## src/rtl/branch_redirect_ctrl.sv

```systemverilog
// EX-stage branch redirect sequencer: turns an accepted taken branch into a PC
// redirect plus pipeline flushes, holds it across fetch stalls, and keeps stats.
module branch_redirect_ctrl #(
  parameter int PC_W  = 9,
  parameter int CNT_W = 16
) (
  input  logic              clk,
  input  logic              reset,
  input  logic              ex_valid,
  input  logic              PcSel,
  input  logic [31:0]       BrPC,
  input  logic              hazard_stall,
  input  logic              fetch_stall,
  output logic              redirect_valid,
  output logic [PC_W-1:0]   redirect_pc,
  output logic              flush_if_id,
  output logic              flush_id_ex,
  output logic              pc_hold,
  output logic [CNT_W-1:0]  br_taken_cnt,
  output logic [CNT_W-1:0]  redirect_stall_cnt,
  output logic              misalign_err
);

  typedef enum logic [0:0] {
    ST_IDLE    = 1'b0,
    ST_PENDING = 1'b1
  } state_t;

  localparam logic [CNT_W-1:0] CNT_MAX = {CNT_W{1'b1}};
  localparam logic [CNT_W-1:0] CNT_ONE = {{(CNT_W-1){1'b0}}, 1'b1};

  state_t            r_state;
  state_t            w_next_state;
  logic [PC_W-1:0]   r_target;
  logic [CNT_W-1:0]  r_br_taken_cnt;
  logic [CNT_W-1:0]  r_redirect_stall_cnt;
  logic              r_misalign_err;

  logic              w_trigger;
  logic              w_aligned;
  logic              w_accept;
  logic              w_misalign;
  logic              w_stall_event;
  logic              w_unused_brpc_hi;

  assign w_trigger        = ex_valid && PcSel;
  assign w_aligned        = (BrPC[1:0] == 2'b00);
  // Triggers only matter in IDLE; in PENDING the EX stage carries wrong-path bubbles.
  assign w_accept         = (r_state == ST_IDLE) && w_trigger && w_aligned;
  assign w_misalign       = (r_state == ST_IDLE) && w_trigger && !w_aligned;
  assign w_stall_event    = redirect_valid && fetch_stall;
  assign w_unused_brpc_hi = ^BrPC[31:PC_W];

  // State register and redirect target latch.
  always_ff @(posedge clk) begin
    if (reset) begin
      r_state  <= ST_IDLE;
      r_target <= {PC_W{1'b0}};
    end else begin
      r_state <= w_next_state;
      if (w_accept) begin
        r_target <= BrPC[PC_W-1:0];
      end else begin
        r_target <= r_target;
      end
    end
  end

  // Next-state logic.
  always_comb begin
    w_next_state = r_state;
    case (r_state)
      ST_IDLE: begin
        if (w_accept && fetch_stall) begin
          w_next_state = ST_PENDING;
        end else begin
          w_next_state = ST_IDLE;
        end
      end
      ST_PENDING: begin
        if (!fetch_stall) begin
          w_next_state = ST_IDLE;
        end else begin
          w_next_state = ST_PENDING;
        end
      end
      default: w_next_state = ST_IDLE;
    endcase
  end

  // Output logic; everything is forced low during a reset cycle.
  always_comb begin
    redirect_valid = 1'b0;
    redirect_pc    = {PC_W{1'b0}};
    flush_if_id    = 1'b0;
    flush_id_ex    = 1'b0;
    pc_hold        = 1'b0;
    if (reset) begin
      redirect_valid = 1'b0;
    end else begin
      case (r_state)
        ST_IDLE: begin
          if (w_accept) begin
            redirect_valid = 1'b1;
            redirect_pc    = BrPC[PC_W-1:0];
            flush_if_id    = 1'b1;
            flush_id_ex    = 1'b1;
          end else begin
            redirect_valid = 1'b0;
          end
        end
        ST_PENDING: begin
          redirect_valid = 1'b1;
          redirect_pc    = r_target;
          flush_if_id    = 1'b1;
          flush_id_ex    = 1'b1;
        end
        default: redirect_valid = 1'b0;
      endcase
      // A redirect wins over a load-use stall: the stalled instruction is wrong-path.
      pc_hold = hazard_stall && !redirect_valid;
    end
  end

  // Saturating statistics counters and sticky misalignment flag.
  always_ff @(posedge clk) begin
    if (reset) begin
      r_br_taken_cnt       <= {CNT_W{1'b0}};
      r_redirect_stall_cnt <= {CNT_W{1'b0}};
      r_misalign_err       <= 1'b0;
    end else begin
      if (w_accept && (r_br_taken_cnt != CNT_MAX)) begin
        r_br_taken_cnt <= r_br_taken_cnt + CNT_ONE;
      end else begin
        r_br_taken_cnt <= r_br_taken_cnt;
      end
      if (w_stall_event && (r_redirect_stall_cnt != CNT_MAX)) begin
        r_redirect_stall_cnt <= r_redirect_stall_cnt + CNT_ONE;
      end else begin
        r_redirect_stall_cnt <= r_redirect_stall_cnt;
      end
      if (w_misalign) begin
        r_misalign_err <= 1'b1;
      end else begin
        r_misalign_err <= r_misalign_err;
      end
    end
  end

  assign br_taken_cnt       = r_br_taken_cnt;
  assign redirect_stall_cnt = r_redirect_stall_cnt;
  assign misalign_err       = r_misalign_err;

endmodule

```

## config.mk

```make
export PLATFORM = sky130hd
export DESIGN_NAME = branch_redirect_ctrl
export DESIGN_NICKNAME = d
export VERILOG_FILES = /design/src/rtl/branch_redirect_ctrl.sv
export SDC_FILE = /design/constraint.sdc
export NUM_CORES = 1
export LEC_CHECK = 0
export ABC_AREA = 0
export BUFFER_PORTS_ARGS = -buffer_cell sky130_fd_sc_hd__buf_4
export CAP_MARGIN = 20
export CORE_MARGIN = 4
export CORE_UTILIZATION = 48
export DETAILED_ROUTE_END_ITERATION = 16
export PLACE_DENSITY = 0.86
export RECOVER_POWER = 50
export SYNTH_ARGS = -nofsm -noshare
export SYNTH_HDL_FRONTEND = slang
export SYNTH_SLANG_ARGS = --single-unit
```

## constraint.sdc

```tcl
create_clock -name clk -period 2.2 [get_ports clk]
set_input_delay 0 -clock clk [delete_from_list [all_inputs] [get_ports clk]]
set_output_delay 0 -clock clk [all_outputs]
set_load 0.05 [all_outputs]
```

### Word-level counts from Yosys, hierarchy flattened

Index checks and enable logic that the tools add are counted.

| storage, ports and cells | value |
|---|---|
| bits in registers | 43 |
| latch bits | 0 |
| memory bits (writable) | 0 |
| memory bits (read-only) | 0 |
| output and inout port bits | 46 |
| logic and storage cells | 34 |
| memories kept | 0 |

| cells by class | value |
|---|---|
| add/sub/neg operators | 2 |
| $mul | 0 |
| div/mod/pow operators | 0 |
| order comparisons | 0 |
| equality and inequality tests | 2 |
| shift operators | 0 |
| muxes and demuxes | 12 |
| bitwise operators | 1 |
| reductions and logical operators | 12 |

Operators with widths:

| cell | count |
|---|---|
| adder 16 x 1 -> 16 bit (second input constant) | 2 |
| inequality test 16 bit (second input constant) | 2 |
| 2-to-1 mux 9 bit | 2 |
| one-hot mux 9 bit (2 select lines) | 1 |
| logical AND 1 bit | 9 |
| 2-to-1 mux 1 bit | 7 |
| one-hot mux 1 bit (2 select lines) | 2 |
| zero test 1 bit | 2 |
| zero test 2 bit | 1 |
| NOT 1 bit | 1 |

### Logic depth before layout (Yosys ltp)

| depth | value |
|---|---|
| depth after elaboration | 9 |
| mapped depth | 6 |
| mapped depth without buffers | 5 |

### Worst setup path after synthesis

Ideal clock, no wire load.

| timing path | value |
|---|---|
| kind | reg-to-output |
| start point | reg r_state |
| end point | out pc_hold |
| arrival | 2.638 ns |
| required time | 2.200 ns |
| slack | -0.438 ns |
| cell stages (with the launch flop) | 6 |
| cells stage by stage | dfxtp_1 and3b_1 buf_4 and2_1 clkbuf_1 nor4b_1 |

| on the way | value |
|---|---|
| word-level cells in the longest chain between the ends | 9 |

Ends and longest elaborated chain:

| what | RTL line | RTL |
|---|---|---|
| start, declared | 32 | `state_t r_state;` |
| start signal, assigned | 60 | `r_state <= w_next_state;` |
| NOT 1 bit | -- |  |
| logical AND 1 bit (2 in a row) | 49 | `assign w_accept = (r_state == ST_IDLE) && w_trigger && w_aligned;` |
| 2-to-1 mux 1 bit | 103 | `if (w_accept) begin` |
| one-hot mux 1 bit (2 select lines) * | 101 | `case (r_state)` |
| 2-to-1 mux 1 bit * | 98 | `if (reset) begin` |
| zero test 1 bit * | 121 | `pc_hold = hazard_stall && !redirect_valid;` |
| logical AND 1 bit * | 121 |  |
| 2-to-1 mux 1 bit * | 98 |  |
| end, declared | 18 | `output logic pc_hold,` |

Every way passes the cells marked *; elsewhere a longest branch is shown, timed or not. The select of a mux whose other input is x is not followed.

### Worst setup path in the final report

| timing path | value |
|---|---|
| start point | reg r_state |
| end point | out redirect_pc[2] |

| on the way | value |
|---|---|
| word-level cells in the longest chain between the ends | 6 |

Ends and longest elaborated chain:

| what | RTL line | RTL |
|---|---|---|
| NOT 1 bit | -- |  |
| logical AND 1 bit (2 in a row) | 49 |  |
| 2-to-1 mux 9 bit | 103 |  |
| one-hot mux 9 bit (2 select lines) * | 101 |  |
| 2-to-1 mux 9 bit * | 98 |  |
| end, declared | 15 | `output logic [PC_W-1:0] redirect_pc,` |

Every way passes the cells marked *; elsewhere a longest branch is shown, timed or not.

==> results.sh <==
export IMPL_clock_latency_ns=0.29
export IMPL_drt_first_iter_violations=157
export IMPL_nFillCells=433
export IMPL_path_cells="and3b_1 -> and2_0 -> nand2_1 -> a21oi_1 -> buf_4"
export IMPL_cts_tree="done"
export IMPL_hold_start="BrPC[1]"
export IMPL_slew_headroom_pct=30.0
export IMPL_die_x_um=76.8
export IMPL_grt_use_total_pct=18.9
export IMPL_internal_power_mw=1.11
export IMPL_critPathMaxFanout=8
export IMPL_worst_r2r_path_depth=4
export IMPL_cp_slowest_cell="and2_0"
export IMPL_power_density_mw_per_mm2=520
export IMPL_stdcell_count=385
export IMPL_core_area_mm2=0.00447
export IMPL_p_switching_mw=0.328
export IMPL_slew_violations=0
export IMPL_multi_input_area_mm2=0.00131
export IMPL_fmaxAchievable_mhz=516
export IMPL_dpl_cell_count=370
export IMPL_r2r_start="br_taken_cnt[2]$_SDFFE_PP0P_"
export IMPL_arrival_ns=1.94
export IMPL_antennaDiodeCount=0
export IMPL_fin_ws_ns=0.262
export IMPL_status="completed"
export IMPL_maxCapViolations=0
export IMPL_clock_sinks=43
export IMPL_grt_ovfl_total=0
export IMPL_rsz0062_at_grt="false"
export IMPL_dieArea_mm2=0.00590
export IMPL_power_share_sequential_pct=54.7
export IMPL_worst_setup_path_end_kind="primary output"
export IMPL_finalCritPeriodShare_pct=88.1
export IMPL_synth_async_reset_ratio_pct=0
export IMPL_start_util_pct=50.8
export IMPL_synthesis_area_mm2=0.00227
export IMPL_path_class="reg -> out"
export IMPL_whs_endpoint="misalign_err$_SDFFE_PP0P_"
export IMPL_die_h_um=76.8
export IMPL_numCtsBuffers=5
export IMPL_met2_usage_pct=32.1
export IMPL_clock_root_buffer="clkbuf_8"
export IMPL_top_usage_layer="met2"
export IMPL_gr_usage_met1_pct=23.3
export IMPL_regArea_um2=861
export IMPL_routabilityCongestion=0.820
export IMPL_sw_frac_of_total_pct=22.8
export IMPL_final_nets=372
export IMPL_cp_start_kind="flip-flop"
export IMPL_dp_hpwl_um=3910
export IMPL_crit_start="r_state$_SDFF_PP0_"
export IMPL_pwr_share_comb_pct=7.3
export IMPL_grt_pass1_wl_um=9310
export IMPL_hold_slack_ns=0.117
export IMPL_placed_area_mm2=0.00274
export IMPL_clkPwrFrac_pct=37.9
export IMPL_avgSynthCellArea_um2=8.42
export IMPL_drt_antenna_violating_nets=0
export IMPL_drc=0
export IMPL_syn_to_final_growth_pct=21.6
export IMPL_setup_viol=0
export IMPL_clkTransAtPathRegs_ns=0.07
export IMPL_drt_wl_total_um=5650
export IMPL_wl_per_cell_um=14.7
export IMPL_vias_per_cell=5.79
export IMPL_ys_seq_area_share_pct=37.8
export IMPL_place_ws_ns=0.271
export IMPL_htreeDepth=2
export IMPL_ios=84
export IMPL_fin_crit_ns=1.94
export IMPL_grt_start_max_net_pins=55
export IMPL_max_vdd_ir_drop_mv=0.301
export IMPL_grt_util_met3_pct=4.22
export IMPL_final_common_cell="dfxtp_1"
export IMPL_synth_flop_cell="dfxtp_1"
export IMPL_grt_pass1_vias=2066
export IMPL_dr_pass1_iters=4
export IMPL_yosys_cell_types_count=45
export IMPL_power_leakage_nw=0.994
export IMPL_min_path_cells=5
export IMPL_skew_ns=0.00580
export IMPL_clk_path_buf_depth=2
export IMPL_crit_required_ns=2.20
export IMPL_antenna_found_initial=0
export IMPL_layout_common_cells="dfxtp_1, nand2_1, clkbuf_1"
export IMPL_vias=2229
export IMPL_worst_path_largest_cell_delay_ns=0.42
export IMPL_synthCells=270
export IMPL_rows=24
export IMPL_ys_seq_elements=43
export IMPL_tightestPinTransition_ns=1.05
export IMPL_portBuffers=60
export IMPL_postLayoutCellArea_mm2=0.00277
export IMPL_min_path_type="in -> reg"
export IMPL_final_hold_violation_count=0
export IMPL_drive_gt1_share_pct=12.6
export IMPL_reg2reg_to="br_taken_cnt[10]$_SDFFE_PP0P_"
export IMPL_synthesis_nets=310
export IMPL_tns_ns=0
export IMPL_rrSetupSlack_ns=0.28
export IMPL_synth_edf_count=0
export IMPL_synth_warnings=0
per-stage QoR:
step	utilization (%)	total power, mW
after floorplan	-	0.869
after global placement	61.3	0.902
after detailed placement	61.3	0.904
after CTS	65.1	1.45
after global routing	61.8	1.49
final	61.8	1.44
state kept, by name (all words and copies together) (netlist names):
register and flops:
br_taken_cnt 16, redirect_stall_cnt 16, r_target 9, misalign_err 1
r_state 1
power by group through the flow:
stage          combinational [mW]  clock [mW]  sequential (mW)
2_1_floorplan              0.0566           0            0.812
3_3_place_gp               0.0973           0            0.805
3_5_place_dp               0.0995           0            0.805
4_1_cts                     0.109       0.558            0.787
5_1_grt                     0.116       0.586            0.787
6_report                    0.106       0.545            0.787
worst max-delay path by stage:
stage	to	cells after the start
floorplan	br_taken_cnt[11]$_SDFFE_PP0P_	5
global placement	br_taken_cnt[11]$_SDFFE_PP0P_	4
detailed placement	br_taken_cnt[10]$_SDFFE_PP0P_	4
CTS	br_taken_cnt[10]$_SDFFE_PP0P_	4
global route	br_taken_cnt[10]$_SDFFE_PP0P_	4
finish	redirect_pc[2]	5
Yosys cell counts (2+ instances only):
master	n	area (um^2)
dfxtp_1	43	861
nand2_1	39	146
a21oi_1	27	135
nor2_1	17	63.8
nor2b_1	13	81.3
mux2_1	12	135
nand3_1	10	50.1
nand4_1	8	50.1
nor4_1	8	50.1
or4_1	8	60.1
inv_1	7	26.3
o41ai_1	6	52.6
buf_2	5	25.0
clkbuf_1	5	18.8
and3_1	4	25.0
and4_1	4	35.0
nor3_1	4	20.0
o21ai_0	4	20.0
o311ai_1	4	35.0
o31ai_1	4	30.0
buf_4	3	22.5
or3_1	3	18.8
a211oi_1	2	15.0
and2_1	2	12.5
and3b_1	2	17.5
buf_1	2	7.51
ha_1	2	25.0
mux2i_1	2	20.0
nor4_2	2	25.0
o211ai_1	2	15.0
o21bai_1	2	15.0
per-layer routing:
metal  vias to the layer above  wire [um]
li1                       1119          -
met1                      1045       2500
met2                        56       2760
met3                         9        311
met4                         0         80
met5                         -          0
cells by family (layout without fill, tap and decap cells):
kind of cell | Yosys count | after routing | synth area share [%]
mux | 14 | 14 | 6.82
fa+ha+maj | 2 | 2 | 1.10
flops | 43 | 43 | 37.8
compound gates | 57 | 57 | 16.4
buf+inv | 23 | 86 | 4.90
simple gates | 131 | 131 | 32.9
repair_timing:
| action | in CTS | in global routing |
|---|---|---|
| resized for setup | 0 | 0 |
| hold endpoints to repair | 7 | 0 |
| hold buffers | 7 | 0 |
| setup buffers | 0 | 0 |
final cells by class:
cell class,instances,area share (%)
well taps,52,2.35
multi-input cells,204,47.3
clock buffers,8,3.62
repair buffers,71,14.7
inverters,7,0.950
flip-flops and latches,43,31.1
critical path: cells and delay by family, from the launching register on:
kind,cells,cell delay [ns]
AO/OA/AOI/OAI,1,0.18
buffers and inverters,1,0.25
flip-flops,1,0.31
AND/OR/NAND/NOR,3,0.91
No activity file was read; power rests on OpenSTA's default activity.
